--- config.mk ---
export PLATFORM = sky130hd
export DESIGN_NAME = pipeline_hazard_ctrl_flat
export DESIGN_NICKNAME = d
export VERILOG_FILES = /design/src/rtl/pipeline_pkg.sv /design/src/rtl/pipeline_hazard_ctrl_if.sv /design/src/rtl/pipeline_hazard_ctrl_forward.sv /design/src/rtl/pipeline_hazard_ctrl.sv /design/src/flat_wrapper.sv
export SDC_FILE = /design/constraint.sdc
export NUM_CORES = 1
export LEC_CHECK = 0
export CAP_MARGIN = 20
export CORE_MARGIN = 5
export CORE_UTILIZATION = 39
export DETAILED_ROUTE_END_ITERATION = 10
export GPL_TIMING_DRIVEN = 0
export PLACE_DENSITY = 0.81
export SYNTH_ARGS = -nofsm -noshare
export SYNTH_HDL_FRONTEND = slang
export SYNTH_SLANG_ARGS = --single-unit
--- constraint.sdc ---
create_clock -name clk -period 3.2 [get_ports clk]
set_input_delay 0.96 -clock clk [delete_from_list [all_inputs] [get_ports clk]]
set_output_delay 0.96 -clock clk [all_outputs]
set_load 0.02 [all_outputs]
--- src/rtl/pipeline_pkg.sv ---
// Shared types for the pipeline hazard controller: multiply/divide FSM states,
// forwarding-mux encodings and the busy-counter width.
package pipeline_pkg;

    localparam int CNT_W = 4;

    typedef enum logic [1:0] {
        IDLE    = 2'd0,
        MD_BUSY = 2'd1,
        MD_DONE = 2'd2
    } md_state_e;

    typedef logic [1:0] fwd_sel_t;

    localparam fwd_sel_t FWD_RF = 2'b00;
    localparam fwd_sel_t FWD_W  = 2'b01;
    localparam fwd_sel_t FWD_M  = 2'b10;

    // The M stage carries the younger result, so it beats W on a double match.
    function automatic fwd_sel_t fwd_sel(
        input logic       reg_write_m,
        input logic [4:0] write_reg_m,
        input logic       reg_write_w,
        input logic [4:0] write_reg_w,
        input logic [4:0] src
    );
        fwd_sel_t sel;
        if (reg_write_m && (write_reg_m != 5'd0) && (write_reg_m == src)) begin
            sel = FWD_M;
        end else if (reg_write_w && (write_reg_w != 5'd0) && (write_reg_w == src)) begin
            sel = FWD_W;
        end else begin
            sel = FWD_RF;
        end
        return sel;
    endfunction

endpackage

--- src/rtl/pipeline_hazard_ctrl_if.sv ---
// Pipeline-to-hazard-unit bundle: stage register numbers and control bits in,
// stall/flush enables and forwarding selects out.
interface pipeline_hazard_ctrl_if;
    import pipeline_pkg::*;

    logic [4:0] rs_d;
    logic [4:0] rt_d;
    logic [4:0] rs_e;
    logic [4:0] rt_e;
    logic [4:0] write_reg_e;
    logic [4:0] write_reg_m;
    logic [4:0] write_reg_w;
    logic       reg_write_e;
    logic       reg_write_m;
    logic       reg_write_w;
    logic       mem_to_reg_e;
    logic       mem_to_reg_m;
    logic       mem_write_m;
    logic       branch_d;
    logic       pc_src_d;
    logic       md_op_e;
    logic       mem_ready;

    logic       haz_enable_f;
    logic       haz_enable_d;
    logic       haz_enable_e;
    logic       haz_enable_m;
    logic       haz_clr_d;
    logic       haz_clr_e;
    logic       md_busy;
    fwd_sel_t   fwd_a_e;
    fwd_sel_t   fwd_b_e;
    logic       fwd_a_d;
    logic       fwd_b_d;

    modport master (
        output rs_d, rt_d, rs_e, rt_e, write_reg_e, write_reg_m, write_reg_w,
               reg_write_e, reg_write_m, reg_write_w, mem_to_reg_e, mem_to_reg_m,
               mem_write_m, branch_d, pc_src_d, md_op_e, mem_ready,
        input  haz_enable_f, haz_enable_d, haz_enable_e, haz_enable_m,
               haz_clr_d, haz_clr_e, md_busy, fwd_a_e, fwd_b_e, fwd_a_d, fwd_b_d
    );

    modport slave (
        input  rs_d, rt_d, rs_e, rt_e, write_reg_e, write_reg_m, write_reg_w,
               reg_write_e, reg_write_m, reg_write_w, mem_to_reg_e, mem_to_reg_m,
               mem_write_m, branch_d, pc_src_d, md_op_e, mem_ready,
        output haz_enable_f, haz_enable_d, haz_enable_e, haz_enable_m,
               haz_clr_d, haz_clr_e, md_busy, fwd_a_e, fwd_b_e, fwd_a_d, fwd_b_d
    );

endinterface

--- src/rtl/pipeline_hazard_ctrl_forward.sv ---
// Combinational bypass selection for the E-stage ALU operands and the
// D-stage branch comparator.
module pipeline_forward
    import pipeline_pkg::*;
(
    input  logic [4:0] rs_d,
    input  logic [4:0] rt_d,
    input  logic [4:0] rs_e,
    input  logic [4:0] rt_e,
    input  logic [4:0] write_reg_m,
    input  logic [4:0] write_reg_w,
    input  logic       reg_write_m,
    input  logic       reg_write_w,
    output fwd_sel_t   fwd_a_e,
    output fwd_sel_t   fwd_b_e,
    output logic       fwd_a_d,
    output logic       fwd_b_d
);

    assign fwd_a_e = fwd_sel(reg_write_m, write_reg_m, reg_write_w, write_reg_w, rs_e);
    assign fwd_b_e = fwd_sel(reg_write_m, write_reg_m, reg_write_w, write_reg_w, rt_e);

    // The branch comparator only taps the M-stage ALU result.
    assign fwd_a_d = reg_write_m && (write_reg_m != 5'd0) && (write_reg_m == rs_d);
    assign fwd_b_d = reg_write_m && (write_reg_m != 5'd0) && (write_reg_m == rt_d);

endmodule

--- src/rtl/pipeline_hazard_ctrl.sv ---
// Hazard unit: load-use/branch/memory stalls, multi-cycle multiply/divide
// occupancy FSM and operand forwarding for a 5-stage pipeline.
module pipeline_hazard_ctrl
    import pipeline_pkg::*;
#(
    parameter int MD_LATENCY = 4
) (
    input logic                   clk,
    input logic                   rst_n,
    pipeline_hazard_ctrl_if.slave hz
);

    md_state_e        state_r;
    logic [CNT_W-1:0] cnt_r;

    logic     lw_stall_s;
    logic     br_stall_s;
    logic     mem_stall_s;
    logic     md_stall_s;
    fwd_sel_t fwd_a_e_s;
    fwd_sel_t fwd_b_e_s;
    logic     fwd_a_d_s;
    logic     fwd_b_d_s;

    pipeline_forward u_forward (
        .rs_d        (hz.rs_d),
        .rt_d        (hz.rt_d),
        .rs_e        (hz.rs_e),
        .rt_e        (hz.rt_e),
        .write_reg_m (hz.write_reg_m),
        .write_reg_w (hz.write_reg_w),
        .reg_write_m (hz.reg_write_m),
        .reg_write_w (hz.reg_write_w),
        .fwd_a_e     (fwd_a_e_s),
        .fwd_b_e     (fwd_b_e_s),
        .fwd_a_d     (fwd_a_d_s),
        .fwd_b_d     (fwd_b_d_s)
    );

    assign lw_stall_s  = hz.mem_to_reg_e && ((hz.rt_e == hz.rs_d) || (hz.rt_e == hz.rt_d));
    assign br_stall_s  = hz.branch_d &&
                         ((hz.reg_write_e  && ((hz.write_reg_e == hz.rs_d) || (hz.write_reg_e == hz.rt_d))) ||
                          (hz.mem_to_reg_m && ((hz.write_reg_m == hz.rs_d) || (hz.write_reg_m == hz.rt_d))));
    assign mem_stall_s = (hz.mem_to_reg_m || hz.mem_write_m) && !hz.mem_ready;
    assign md_stall_s  = (state_r == MD_BUSY) || ((state_r == IDLE) && hz.md_op_e);

    // Multiply/divide occupancy FSM; a memory stall freezes it along with the pipe.
    always_ff @(posedge clk or negedge rst_n) begin
        if (!rst_n) begin
            state_r <= IDLE;
            cnt_r   <= {CNT_W{1'b0}};
        end else if (!mem_stall_s) begin
            case (state_r)
                IDLE: begin
                    if (hz.md_op_e) begin
                        if (MD_LATENCY > 2) begin
                            state_r <= MD_BUSY;
                            cnt_r   <= CNT_W'(MD_LATENCY - 2);
                        end else begin
                            state_r <= MD_DONE;
                        end
                    end
                end
                MD_BUSY: begin
                    cnt_r <= cnt_r - CNT_W'(1);
                    if (cnt_r == CNT_W'(1)) begin
                        state_r <= MD_DONE;
                    end
                end
                MD_DONE: begin
                    state_r <= IDLE;
                end
                default: begin
                    state_r <= IDLE;
                    cnt_r   <= {CNT_W{1'b0}};
                end
            endcase
        end
    end

    // Stall priority: a full freeze beats a bubble, which beats a branch flush.
    always_comb begin
        hz.haz_enable_f = 1'b0;
        hz.haz_enable_d = 1'b0;
        hz.haz_enable_e = 1'b0;
        hz.haz_enable_m = 1'b0;
        hz.haz_clr_d    = 1'b0;
        hz.haz_clr_e    = 1'b0;
        if (!rst_n) begin
            hz.haz_enable_f = 1'b0;
        end else if (mem_stall_s || md_stall_s) begin
            hz.haz_enable_f = 1'b0;
        end else if (lw_stall_s || br_stall_s) begin
            hz.haz_enable_e = 1'b1;
            hz.haz_enable_m = 1'b1;
            hz.haz_clr_e    = 1'b1;
        end else begin
            hz.haz_enable_f = 1'b1;
            hz.haz_enable_d = 1'b1;
            hz.haz_enable_e = 1'b1;
            hz.haz_enable_m = 1'b1;
            hz.haz_clr_d    = hz.pc_src_d;
        end
    end

    assign hz.md_busy = rst_n && md_stall_s;
    assign hz.fwd_a_e = rst_n ? fwd_a_e_s : FWD_RF;
    assign hz.fwd_b_e = rst_n ? fwd_b_e_s : FWD_RF;
    assign hz.fwd_a_d = rst_n && fwd_a_d_s;
    assign hz.fwd_b_d = rst_n && fwd_b_d_s;

endmodule
--- src/flat_wrapper.sv ---
// flat-port wrapper written by rule: the top's interface ports become plain ports
module pipeline_hazard_ctrl_flat import pipeline_pkg::*;
#(
    parameter int MD_LATENCY = 4
)
  (clk, rst_n, hz_rs_d, hz_rt_d, hz_rs_e, hz_rt_e, hz_write_reg_e, hz_write_reg_m, hz_write_reg_w, hz_reg_write_e, hz_reg_write_m, hz_reg_write_w, hz_mem_to_reg_e, hz_mem_to_reg_m, hz_mem_write_m, hz_branch_d, hz_pc_src_d, hz_md_op_e, hz_mem_ready, hz_haz_enable_f, hz_haz_enable_d, hz_haz_enable_e, hz_haz_enable_m, hz_haz_clr_d, hz_haz_clr_e, hz_md_busy, hz_fwd_a_e, hz_fwd_b_e, hz_fwd_a_d, hz_fwd_b_d);
  pipeline_hazard_ctrl_if hz_i ();
  input logic clk;
  input logic rst_n;
  input wire logic [$bits(hz_i.rs_d)-1:0] hz_rs_d;
  input wire logic [$bits(hz_i.rt_d)-1:0] hz_rt_d;
  input wire logic [$bits(hz_i.rs_e)-1:0] hz_rs_e;
  input wire logic [$bits(hz_i.rt_e)-1:0] hz_rt_e;
  input wire logic [$bits(hz_i.write_reg_e)-1:0] hz_write_reg_e;
  input wire logic [$bits(hz_i.write_reg_m)-1:0] hz_write_reg_m;
  input wire logic [$bits(hz_i.write_reg_w)-1:0] hz_write_reg_w;
  input wire logic [$bits(hz_i.reg_write_e)-1:0] hz_reg_write_e;
  input wire logic [$bits(hz_i.reg_write_m)-1:0] hz_reg_write_m;
  input wire logic [$bits(hz_i.reg_write_w)-1:0] hz_reg_write_w;
  input wire logic [$bits(hz_i.mem_to_reg_e)-1:0] hz_mem_to_reg_e;
  input wire logic [$bits(hz_i.mem_to_reg_m)-1:0] hz_mem_to_reg_m;
  input wire logic [$bits(hz_i.mem_write_m)-1:0] hz_mem_write_m;
  input wire logic [$bits(hz_i.branch_d)-1:0] hz_branch_d;
  input wire logic [$bits(hz_i.pc_src_d)-1:0] hz_pc_src_d;
  input wire logic [$bits(hz_i.md_op_e)-1:0] hz_md_op_e;
  input wire logic [$bits(hz_i.mem_ready)-1:0] hz_mem_ready;
  output wire logic [$bits(hz_i.haz_enable_f)-1:0] hz_haz_enable_f;
  output wire logic [$bits(hz_i.haz_enable_d)-1:0] hz_haz_enable_d;
  output wire logic [$bits(hz_i.haz_enable_e)-1:0] hz_haz_enable_e;
  output wire logic [$bits(hz_i.haz_enable_m)-1:0] hz_haz_enable_m;
  output wire logic [$bits(hz_i.haz_clr_d)-1:0] hz_haz_clr_d;
  output wire logic [$bits(hz_i.haz_clr_e)-1:0] hz_haz_clr_e;
  output wire logic [$bits(hz_i.md_busy)-1:0] hz_md_busy;
  output wire logic [$bits(hz_i.fwd_a_e)-1:0] hz_fwd_a_e;
  output wire logic [$bits(hz_i.fwd_b_e)-1:0] hz_fwd_b_e;
  output wire logic [$bits(hz_i.fwd_a_d)-1:0] hz_fwd_a_d;
  output wire logic [$bits(hz_i.fwd_b_d)-1:0] hz_fwd_b_d;
  assign hz_i.rs_d = hz_rs_d;
  assign hz_i.rt_d = hz_rt_d;
  assign hz_i.rs_e = hz_rs_e;
  assign hz_i.rt_e = hz_rt_e;
  assign hz_i.write_reg_e = hz_write_reg_e;
  assign hz_i.write_reg_m = hz_write_reg_m;
  assign hz_i.write_reg_w = hz_write_reg_w;
  assign hz_i.reg_write_e = hz_reg_write_e;
  assign hz_i.reg_write_m = hz_reg_write_m;
  assign hz_i.reg_write_w = hz_reg_write_w;
  assign hz_i.mem_to_reg_e = hz_mem_to_reg_e;
  assign hz_i.mem_to_reg_m = hz_mem_to_reg_m;
  assign hz_i.mem_write_m = hz_mem_write_m;
  assign hz_i.branch_d = hz_branch_d;
  assign hz_i.pc_src_d = hz_pc_src_d;
  assign hz_i.md_op_e = hz_md_op_e;
  assign hz_i.mem_ready = hz_mem_ready;
  assign hz_haz_enable_f = hz_i.haz_enable_f;
  assign hz_haz_enable_d = hz_i.haz_enable_d;
  assign hz_haz_enable_e = hz_i.haz_enable_e;
  assign hz_haz_enable_m = hz_i.haz_enable_m;
  assign hz_haz_clr_d = hz_i.haz_clr_d;
  assign hz_haz_clr_e = hz_i.haz_clr_e;
  assign hz_md_busy = hz_i.md_busy;
  assign hz_fwd_a_e = hz_i.fwd_a_e;
  assign hz_fwd_b_e = hz_i.fwd_b_e;
  assign hz_fwd_a_d = hz_i.fwd_a_d;
  assign hz_fwd_b_d = hz_i.fwd_b_d;
  pipeline_hazard_ctrl #(.MD_LATENCY(MD_LATENCY)) u_core (.clk(clk), .rst_n(rst_n), .hz(hz_i));
endmodule
==> results.json, run 1 <==
{
  "ys_types": 35,
  "cts_buffer_depth": 2,
  "cpPeakStageDelay_ps": 530,
  "setup_viol": 4,
  "io_pins": 60,
  "cp_max_fo": 3,
  "fin_crit_sh": 1.02,
  "final_cell_mix": "30 x xnor2_1, 18 x buf_2, 18 x xor2_1",
  "worst_setup_path_start_kind": "primary input",
  "cts_max_level": 1,
  "initial_core_util": 0.401,
  "n_fill_cell": 230,
  "portBuffers": 54,
  "ys_ff_latch": 6,
  "synth_area_um2": 1100,
  "drc": 0,
  "numCtsBuffers": 3,
  "maxCapViolations": 0,
  "worstSetupPathType": "in2out",
  "dieArea_um2": 3970,
  "fin_skew_ps": 2.17,
  "grt_use_total": 0.177,
  "cp-end-kind": "output pin",
  "gr-total-overflow": 0,
  "hpwl_um": 2820,
  "p_leak_nw": 0.746,
  "area.growth.synth_to_final_pct": 58.2,
  "hold_viol_final": 0,
  "antenna_cells": 0,
  "via_count": 1243,
  "ant_nets": 0,
  "nets": 255,
  "place_congestion": 0.849,
  "regArea_um2": 150,
  "critical-path-top-delay-family": "simple AND/OR/NAND/NOR gates",
  "clkSinkCount": 6,
  "min_path_type": "reg2reg",
  "routedWlPerCell_um": 14.7,
  "first_global_vias": 1318,
  "hp-start": "u_core.cnt_r[3]",
  "slew-limit-headroom": 0.717,
  "path_clk_slew_ps": 50,
  "path_cells": "buf_8, or4_4, o21ai_4, nor4_4, nor4_4, buf_4",
  "tns_ps": -125,
  "rows": 19,
  "antenna_found_initial": 0,
  "syn_inst": 140,
  "fin_ws_ps": -54.6,
  "final_common_cell": "xnor2_1",
  "ctsRootBufferMaster": "clkbuf_4",
  "clk_latency_ps": 250,
  "timing.critical_path.buf_inv": 2,
  "critPathLaunch": "hz_write_reg_m[2]",
  "cp.required_ps": 2240,
  "dieWidth_um": 63.0,
  "core-area_um2": 2730,
  "ys_seq_area_frac": 0.137,
  "dp.cells": 225,
  "cp_common_cell": "nor4_4",
  "layout-drive-gt1-share": 0.338,
  "wl_um": 3460,
  "reg2reg_setup_slack_ps": 1820,
  "synth_nets": 189,
  "synth_area_per_cell_um2": 7.84,
  "worst_hold_slack_ps": 535,
  "first_iter_violations": 51,
  "fp.dieH_um": 63.0,
  "drt_pass1_iterations": 7,
  "worst_pin_slew_ps": 419,
  "slowest_stage": "or4_4",
  "grt_pass1_wl_um": 5840,
  "violations": "setup timing",
  "yosysWarningCount": 0,
  "rsz0062_at_grt": "yes",
  "multi_input_area_um2": 988,
  "via_per_inst": 5.29,
  "ir_drop_mv": 0.322,
  "r2r_start": "u_core.cnt_r[1]",
  "cts_tree": "yes",
  "worst_ep_arrival_time_ps": 2290,
  "p_total_w": 0.000584,
  "finalNonFillerCells": 235,
  "timing.fmax_mhz": 307,
  "status": "complete, but fails checks",
  "slew_violations": 0,
  "grt_max_degree": 12,
  "period_needed_ps": 3250,
  "cts_hold_buf": 0,
  "power_density_nw_per_um2": 336
}
-- sequential cells by signal (all words and copies together) (netlist names) --
name,count
u_core.cnt_r,4
u_core.state_r,2
-- metrics by stage --
step | instance area [µm²] | utilization | setup slack (ps)
after CTS | 1760 | 0.643 | -138
after global routing | 1740 | 0.635 | -144
after floorplan | 1120 | - | -82.2
final | 1740 | 0.635 | -54.6
after detailed placement | 1700 | 0.620 | -1230
after global placement | 1700 | 0.620 | -1220
-- synth_stat cells --
cell	number	area share
buf_2	4	0.018
nor3b_1	1	0.0068
a21oi_1	2	0.0091
a21boi_1	1	0.0068
nor2b_1	2	0.011
o21ai_4	1	0.015
buf_4	2	0.014
and3_1	1	0.0057
o21ai_0	4	0.018
o21a_1	1	0.0068
o21bai_1	2	0.014
buf_6	1	0.010
nand2_1	8	0.027
inv_1	4	0.014
a22o_1	3	0.024
nand4_1	2	0.011
o21ai_1	1	0.0046
dfrtp_1	6	0.14
and2_1	2	0.011
xor2_1	18	0.14
o22ai_1	1	0.0057
mux2i_1	1	0.0091
nor4_2	2	0.023
nor4bb_1	1	0.0091
nor2_1	10	0.034
nor3_1	8	0.036
or4_1	2	0.014
or4_4	1	0.010
o211ai_1	1	0.0068
o31a_1	1	0.0080
nor4_1	1	0.0057
ha_1	2	0.023
or2_1	1	0.0057
xnor2_1	32	0.26
nand3_1	10	0.046
-- repair_timing --
item	4_1_cts	5_1_grt
resized for setup	150	40
setup endpoints to repair	13	11
pin swaps	18	12
buffers inserted	5	2
-- final timing paths --
path | end | cells past startpoint
worst min-delay path | u_core.cnt_r[3] | 1
worst max-delay path | hz_fwd_a_e[0] | 6
max in group asynchronous | u_core.cnt_r[0] | 1
worst max register to register | u_core.state_r[0] | 6
worst min register to register | u_core.cnt_r[3] | 1
min in group asynchronous | u_core.cnt_r[3] | 1
-- cells by family (layout without fill, tap and decap cells) --
| family | count (synthesis) | in the layout | share of synthesized area |
|---|---|---|---|
| simple gates | 52 | 52 | 0.258 |
| xor+xnor | 50 | 50 | 0.399 |
| compound gates | 18 | 18 | 0.119 |
| buf+inv | 11 | 75 | 0.0559 |
| flops | 6 | 6 | 0.137 |
| fa+ha+maj | 2 | 2 | 0.0228 |
| mux | 1 | 1 | 0.00912 |
-- routing by layer --
layer | global-route usage | up-vias | routed length, µm
met5 | 0 | - | 0
met4 | 0.0690 | 0 | 64
met3 | 0.0414 | 6 | 199
met2 | 0.306 | 50 | 1780
met1 | 0.208 | 580 | 1420
li1 | - | 607 | -
-- where the power goes --
part | internal (W) | switching, W
Clock | 0.0000427 | 0.0000320
Sequential | 0.000113 | 0.0000415
Combinational | 0.000182 | 0.000173
Total | 0.000337 | 0.000246
-- area by class of cell --
| type | instances | share of cell area |
|---|---|---|
| Timing Repair Buffer | 61 | 0.262 |
| Clock buffer | 3 | 0.0130 |
| Tap cell | 31 | 0.0224 |
| Multi-Input combinational cell | 123 | 0.570 |
| Inverter | 4 | 0.00865 |
| Buffer | 7 | 0.0382 |
| Sequential cell | 6 | 0.0865 |
No activity file was read; power rests on OpenSTA's default activity.
==> run 2, diff against run 1 <==
CTS_BUF_LIST = sky130_fd_sc_hd__clkbuf_4 sky130_fd_sc_hd__clkbuf_8 sky130_fd_sc_hd__clkbuf_16   (was unset)
==> results of run 2 <==
The final DEF is identical to that of run 1; final timing and power are the same.
